### src/rtl/fetch_stage.sv
// fetch_stage: instruction-fetch stage and IF/ID pipeline register.
// Owns the PC, keeps a single instruction-memory request in flight, holds one
// returned word across hazard stalls, and flushes/retargets on EX redirects.
// Optional feature macro: FETCH_MISALIGN_CHECK_EN (adds sticky fetch_misalign).
module fetch_stage #(
    parameter int unsigned           PC_W     = 32,
    parameter int unsigned           INSTR_W  = 32,
    parameter logic [PC_W-1:0]       RESET_PC = '0
) (
    input  logic               clk,
    input  logic               reset,
    input  logic               stall,
    input  logic               redirect,
    input  logic [PC_W-1:0]    redirect_pc,
    output logic               imem_req,
    input  logic               imem_ready,
    output logic [PC_W-1:0]    imem_addr,
    input  logic               imem_rvalid,
    input  logic [INSTR_W-1:0] imem_rdata,
    output logic               if_id_valid,
    output logic [PC_W-1:0]    if_id_pc,
    output logic [INSTR_W-1:0] if_id_instr,
    output logic [6:0]         if_id_opcode
`ifdef FETCH_MISALIGN_CHECK_EN
    ,
    output logic               fetch_misalign
`endif
);

    localparam logic [INSTR_W-1:0] NOP = INSTR_W'(32'h0000_0013);

    typedef enum logic [1:0] {
        S_FETCH,
        S_WAIT,
        S_DROP
    } state_t;

    state_t             state, state_n;
    logic [PC_W-1:0]    pc;
    logic [PC_W-1:0]    req_pc;
    logic               buf_valid;
    logic [PC_W-1:0]    buf_pc;
    logic [INSTR_W-1:0] buf_instr;
    logic               accept;
    logic               rsp;
    logic               bad_redirect;
    logic               parked;

`ifdef FETCH_MISALIGN_CHECK_EN
    logic misalign_q;

    assign bad_redirect   = redirect && (redirect_pc[1:0] != 2'b00);
    assign parked         = misalign_q;
    assign fetch_misalign = misalign_q;

    // Sticky misaligned-redirect flag, cleared only by reset
    always_ff @(posedge clk) begin
        if (reset)
            misalign_q <= 1'b0;
        else if (bad_redirect)
            misalign_q <= 1'b1;
    end
`else
    assign bad_redirect = 1'b0;
    assign parked       = 1'b0;
`endif

    assign imem_addr    = pc;
    assign accept       = imem_req && imem_ready;
    assign rsp          = (state == S_WAIT) && imem_rvalid;
    assign if_id_opcode = if_id_instr[6:0];

    // State register
    always_ff @(posedge clk) begin
        if (reset)
            state <= S_FETCH;
        else
            state <= state_n;
    end

    // Request generation and next-state selection
    always_comb begin
        imem_req = 1'b0;
        state_n  = state;
        case (state)
            S_FETCH: begin
                imem_req = !buf_valid && !redirect && !reset && !parked;
                if (imem_req && imem_ready)
                    state_n = S_WAIT;
            end
            S_WAIT: begin
                // A redirect before the response arrives leaves that response
                // still owed by memory, so it must be swallowed in DROP.
                if (redirect)
                    state_n = imem_rvalid ? S_FETCH : S_DROP;
                else if (imem_rvalid)
                    state_n = S_FETCH;
            end
            S_DROP: begin
                if (imem_rvalid)
                    state_n = S_FETCH;
            end
            default: state_n = S_FETCH;
        endcase
        if (bad_redirect)
            state_n = S_FETCH;
    end

    // PC, request PC, skid buffer and IF/ID register
    always_ff @(posedge clk) begin
        if (reset) begin
            pc          <= RESET_PC;
            req_pc      <= '0;
            buf_valid   <= 1'b0;
            buf_pc      <= '0;
            buf_instr   <= NOP;
            if_id_valid <= 1'b0;
            if_id_pc    <= '0;
            if_id_instr <= NOP;
        end else begin
            if (redirect) begin
                if (!bad_redirect)
                    pc <= redirect_pc;
            end else if (accept) begin
                pc <= pc + PC_W'(4);
            end

            if (accept)
                req_pc <= pc;

            if (redirect) begin
                if_id_valid <= 1'b0;
                if_id_instr <= NOP;
                buf_valid   <= 1'b0;
            end else if (stall) begin
                if (rsp) begin
                    buf_valid <= 1'b1;
                    buf_pc    <= req_pc;
                    buf_instr <= imem_rdata;
                end
            end else if (buf_valid) begin
                if_id_valid <= 1'b1;
                if_id_pc    <= buf_pc;
                if_id_instr <= buf_instr;
                buf_valid   <= 1'b0;
            end else if (rsp) begin
                if_id_valid <= 1'b1;
                if_id_pc    <= req_pc;
                if_id_instr <= imem_rdata;
            end else begin
                if_id_valid <= 1'b0;
                if_id_instr <= NOP;
            end
        end
    end

endmodule

### config.mk
export PLATFORM = sky130hd
export DESIGN_NAME = fetch_stage
export DESIGN_NICKNAME = d
export VERILOG_FILES = /design/src/rtl/fetch_stage.sv
export SDC_FILE = /design/constraint.sdc
export NUM_CORES = 1
export LEC_CHECK = 0
export BUFFER_PORTS_ARGS = -buffer_cell sky130_fd_sc_hd__buf_2
export CELL_PAD_IN_SITES_DETAIL_PLACEMENT = 1
export CELL_PAD_IN_SITES_GLOBAL_PLACEMENT = 1
export CORE_UTILIZATION = 40
export DETAILED_ROUTE_END_ITERATION = 8
export GPL_TIMING_DRIVEN = 0
export PLACE_DENSITY_LB_ADDON = 0.1
export SLEW_MARGIN = 40
export SYNTH_ARGS = -nofsm -noshare
export SYNTH_HDL_FRONTEND = slang
export SYNTH_SLANG_ARGS = --single-unit
### constraint.sdc
create_clock -name clk -period 2.33 [get_ports clk]
set_input_delay 0.3495 -clock clk [delete_from_list [all_inputs] [get_ports clk]]
set_output_delay 0.3495 -clock clk [all_outputs]
set_load 0.03 [all_outputs]
Word level (Yosys, flattened, before mapping)
Index checks and enable logic that the tools add are counted.
{ "word_totals": {"register_bits": 196, "inputBits": 70, "output_inout_bits": 105, "elab_cells": 44} }
{ "op_classes": {"mux": 14, "n_eq_ne": 3, "reduce_logical": 15, "addsub": 1, "bitwise": 2} }
{ "op_table": {"columns": ["op", "n"], "rows": [
  ["$mux 32", 6],
  ["$add 32x3->32 const B", 1],
  ["$mux 2", 4],
  ["$pmux 2 s3", 1],
  ["$reduce_and 3->1", 2],
  ["$logic_and 1x1->1", 5],
  ["$reduce_bool 2->1", 2],
  ["$logic_not 1->1", 3],
  ["$mux 1", 3],
  ["$reduce_or 3->1", 1],
  ["$eq 2x1->1 const B", 1],
  ["$eq 2x2->1 const B", 1],
  ["$logic_not 2->1", 1],
  ["$ne 2x2->1 const B", 1],
  ["$not 1->1", 2],
  ["$reduce_or 2->1", 1]
]} }

Depth between registers and ports, before layout
{ "logic_depth": {"depth_word": 7, "depth_mapped": 8, "ltp_nobuf": 6} }

Worst setup path before layout
OpenSTA, ideal clock, no wires.
{ "synth_path": {"kind": "input port to output port", "startpoint": "in reset", "endpoint": "out imem_req", "stages": 5, "t_arrival_ns": 2.032, "setup_slack_ns": -0.051, "required_time_ns": 1.980, "path_buffers": 3, "path_cell_list": "clkbuf_1 > or2_2 > clkbuf_1 > clkbuf_1 > nor4_1"} }
{ "synth_between": {"elab_chain_cells": 3} }
{ "synth_lines": {"columns": ["element", "line", "text"], "rows": [
  ["start: declaration", "11", "input logic reset,"],
  ["$logic_not 1->1", "87", "imem_req = !buf_valid && !redirect && !reset && !parked;"],
  ["$logic_and 1x1->1", "87", null],
  ["$mux 1", "85", "case (state)"],
  ["end: declaration", "15", "output logic imem_req,"]
]} }
Every way passes these cells.

Final worst setup path
{ "layout_path": {"startpoint": "reg buf_valid", "endpoint": "out imem_req"} }
{ "layout_between": {"elab_chain_cells": 4} }
{ "layout_lines": {"columns": ["element", "line", "text"], "rows": [
  ["start: declaration", "41", "logic buf_valid;"],
  ["start signal: assignment", "114", "buf_valid <= 1'b0;"],
  ["start signal: assignment", "134", "buf_valid <= 1'b0;"],
  ["start signal: assignment", "137", "buf_valid <= 1'b1;"],
  ["$logic_not 1->1", "87", null],
  ["$logic_and 1x1->1 (2 in a row)", "87", null],
  ["$mux 1", "85", null]
]} }
Every way passes these cells.

==> impl_metrics.yaml <==
place:
  post-place-ws_ns: -0.123
  place_inst: 1401
  place.port_buffers: 172
  place_congestion: 0.827
  dp_hpwl_mm: 19.2
die:
  core-area_sq_um: 19600
  die-area_sq_um: 20700
  die_y_microns: 144
  start_util: 0.411
  die_x_microns: 144
  core.rowCount: 51
  io_pins: 175
synthesis:
  ys_types: 49
  yosys.area_share.xor_xnor: 0.0120
  synthCells: 964
  ys_ff_latch: 196
  synth_area_leaders: "dfxtp_1 (49%), nand2_1 (10%), a21oi_1 (6.9%)"
  synth-simple-area-share: 0.233
  synthesis.area_sq_um: 8060
  synth-compound-area-share: 0.171
  synth.avg_cell_area_sq_um: 8.36
  synth_top_family_by_area: "simple AND/OR/NAND/NOR gates"
  ys.flop_type: "dfxtp_1"
  muxShareOfSynthArea: 0.0475
  synthAdderAreaFrac: 0.00155
  synth_top_cell_area_share: 0.487
  async_flop_share: 0
  synth_top_cell_by_area: "dfxtp_1"
  yosys_warnings: 0
  yosysMostFrequentCell: "nand2_1"
  syn-num-nets: 1035
  synth_commonest_cells: "nand2_1 (224), dfxtp_1 (196), a21oi_1 (111)"
  ys_seq_area_frac: 0.487
  synth-edff-count: 0
sta:
  slew_viol_final: 0
  setup_tns_ns: 0
  setup_viol: 0
  max_slew.worst_pin.slew_ns: 0.776
  max_freq_mhz: 453
  rsz0062_at_grt: "yes"
  hold_viol: 0
  fin_crit_sh: 0.948
  slew_headroom: 0.482
  fin_worst_skew_ns: 0.0101
  layout_setup_ws_ns: 0.122
  period_needed_ns: 2.21
route:
  via_per_inst: 5.45
  firstDrtPassIters: 5
  drtIter0Drc: 425
  num_vias: 7816
  drc: 0
  routed_wl_mm: 26.6
  wl_per_cell_microns: 18.5
  ant_nets: 0
finish:
  diodes: 0
  nNetsFinal: 1227
  final_cells: 1434
  fin_util: 0.505
  n_fill_cell: 2429
  drive_gt1_frac: 0.212
  area_growth_pct: 22.9
min_path:
  hold_path.class: "primary input to flop"
  worstHoldStart: "imem_rvalid"
power_and_ir_drop:
  power.switching_mw: 2.03
  irDropWorstVdd_uv: 544
  power_density_nw_per_um2: 718
  p_leak_nw: 3.68
  clockPowerShare: 0.415
  switching_share: 0.286
  cell_internal_pwr_mw: 5.07
  power_frac_comb: 0.092
  p_seq_frac: 0.493
run_status:
  outcome: "complete, no violations"
global_routing:
  grt_max_degree: 21
  grt_pass1_vias: 7610
  overflow: 0
  grt_pass1_wl_mm: 41.5
  antenna_found_initial: 0
  grt_usage: 0.264
clock_network:
  clk_latency_ns: 0.44
  numCtsBuffers: 17
  cts_tree: "yes"
  cts_max_path_buffers: 2
  cts_sinks: 196
  ctsHoldBuffers: 0
  cts.clk_slew.worst_paths_ns: 0.08
  clockRootBuffer: "clkbuf_16"
  h-tree-depth: 4
worst_setup_path:
  cp-start-kind: "flop"
  r2r_start: "state[1]"
  required_ns: 1.98
  crit_start: "buf_valid"
  cp.arrival_ns: 1.86
  endpoint_kind: "output pin"
  worstPathMaxFanout: 10
  worstSetupPathType: "flop to output pin"
job:
  cap_violations: 0
==> stage by stage <==
step / hold WS, ns / total power, mW / instance area, sq um
3_3_place_gp: 0.441 / 4.23 / 9260
5_1_grt: 0.140 / 7.33 / 9900
6_report: 0.127 / 7.11 / 9900
4_1_cts: 0.113 / 7.13 / 9840
3_5_place_dp: 0.449 / 4.24 / 9260
2_1_floorplan: 0.429 / 3.96 / 8060
==> routing by layer <==
layer | track usage | routed length (microns)
met5 | 0 | 0
met4 | 0.0901 | 527
met1 | 0.353 | 12200
met2 | 0.438 | 12600
met3 | 0.0307 | 1220
==> timing repair <==
item / 4_1_cts / 5_1_grt
setup endpoints to repair: 4 / 89
gates cloned: 0 / 0
pin swaps: 0 / 4
buffers inserted: 0 / 4
resized for setup: 1 / 10
==> worst max-delay path: stages, from the launching register on <==
cell,delay [ns]
dfxtp_1,0.32
buf_2,0.21
clkbuf_1,0.28
nor4_2,0.36
buf_2,0.26
==> flip-flops by register name, indices dropped and copies added, names as in the netlist <==
| signal | cells |
|---|---|
| imem_addr | 32 |
| buf_valid | 1 |
| if_id_valid | 1 |
| if_id_instr | 32 |
| buf_instr | 32 |
| if_id_pc | 32 |
| state | 2 |
| buf_pc | 32 |
| req_pc | 32 |
==> layout by cell type, fill, tap and decap left out, types with 6 or more instances in the layout <==
cell type and instances:
mux2i_1 36, a31oi_1 11, xor2_1 6, nand2_1 224
buf_4 10, o211ai_1 8, nor2b_1 30, nor2_1 56
nor3_1 33, clkbuf_1 50, clkbuf_16 17, a21oi_1 110
dfxtp_1 196, buf_1 7, nand3_1 13, clkbuf_2 6
o21ai_0 7, o22ai_1 7, a221oi_1 29, a211oi_1 35
buf_2 180, nand4_1 12, inv_1 6
==> kinds of logic (layout without fill, tap and decap cells) <==
group | Yosys count | count (layout)
AO/OA/AOI/OAI | 220 | 220
AND/OR/NAND/NOR | 409 | 409
flip-flops | 196 | 196
multiplexers | 38 | 38
adder cells (fa/ha/maj) | 1 | 1
buffers and inverters | 89 | 294
XOR/XNOR | 11 | 11
==> final cells by class <==
class / count / area (sq um) / area share
Clock inverter: 15 / 159 / 0.0161
Inverter: 6 / 22.5 / 0.00228
Sequential cell: 196 / 3920 / 0.396
Tap cell: 265 / 332 / 0.0335
Buffer: 80 / 359 / 0.0363
Multi-Input combinational cell: 679 / 3770 / 0.381
Timing Repair Buffer: 176 / 903 / 0.0913
Clock buffer: 17 / 425 / 0.0430
==> worst paths after layout <==
| kind | end | slack, ns | depth (start not counted) |
|---|---|---|---|
| worst max-delay path | imem_req | 0.12 | 4 |
| worst min-delay path | state[1] | 0.13 | 2 |
| worst max register to register | req_pc[15] | 0.14 | 7 |
| worst min register to register | buf_pc[4] | 0.46 | 2 |
==> power groups by stage <==
stage	Sequential [mW]	Clock [mW]	Combinational, mW
after floorplan	3.68	0	0.283
after global placement	3.58	0	0.646
after detailed placement	3.58	0	0.653
after CTS	3.51	2.97	0.655
after global routing	3.52	3.10	0.710
final	3.51	2.95	0.653
(Power assumes the default switching activity.)
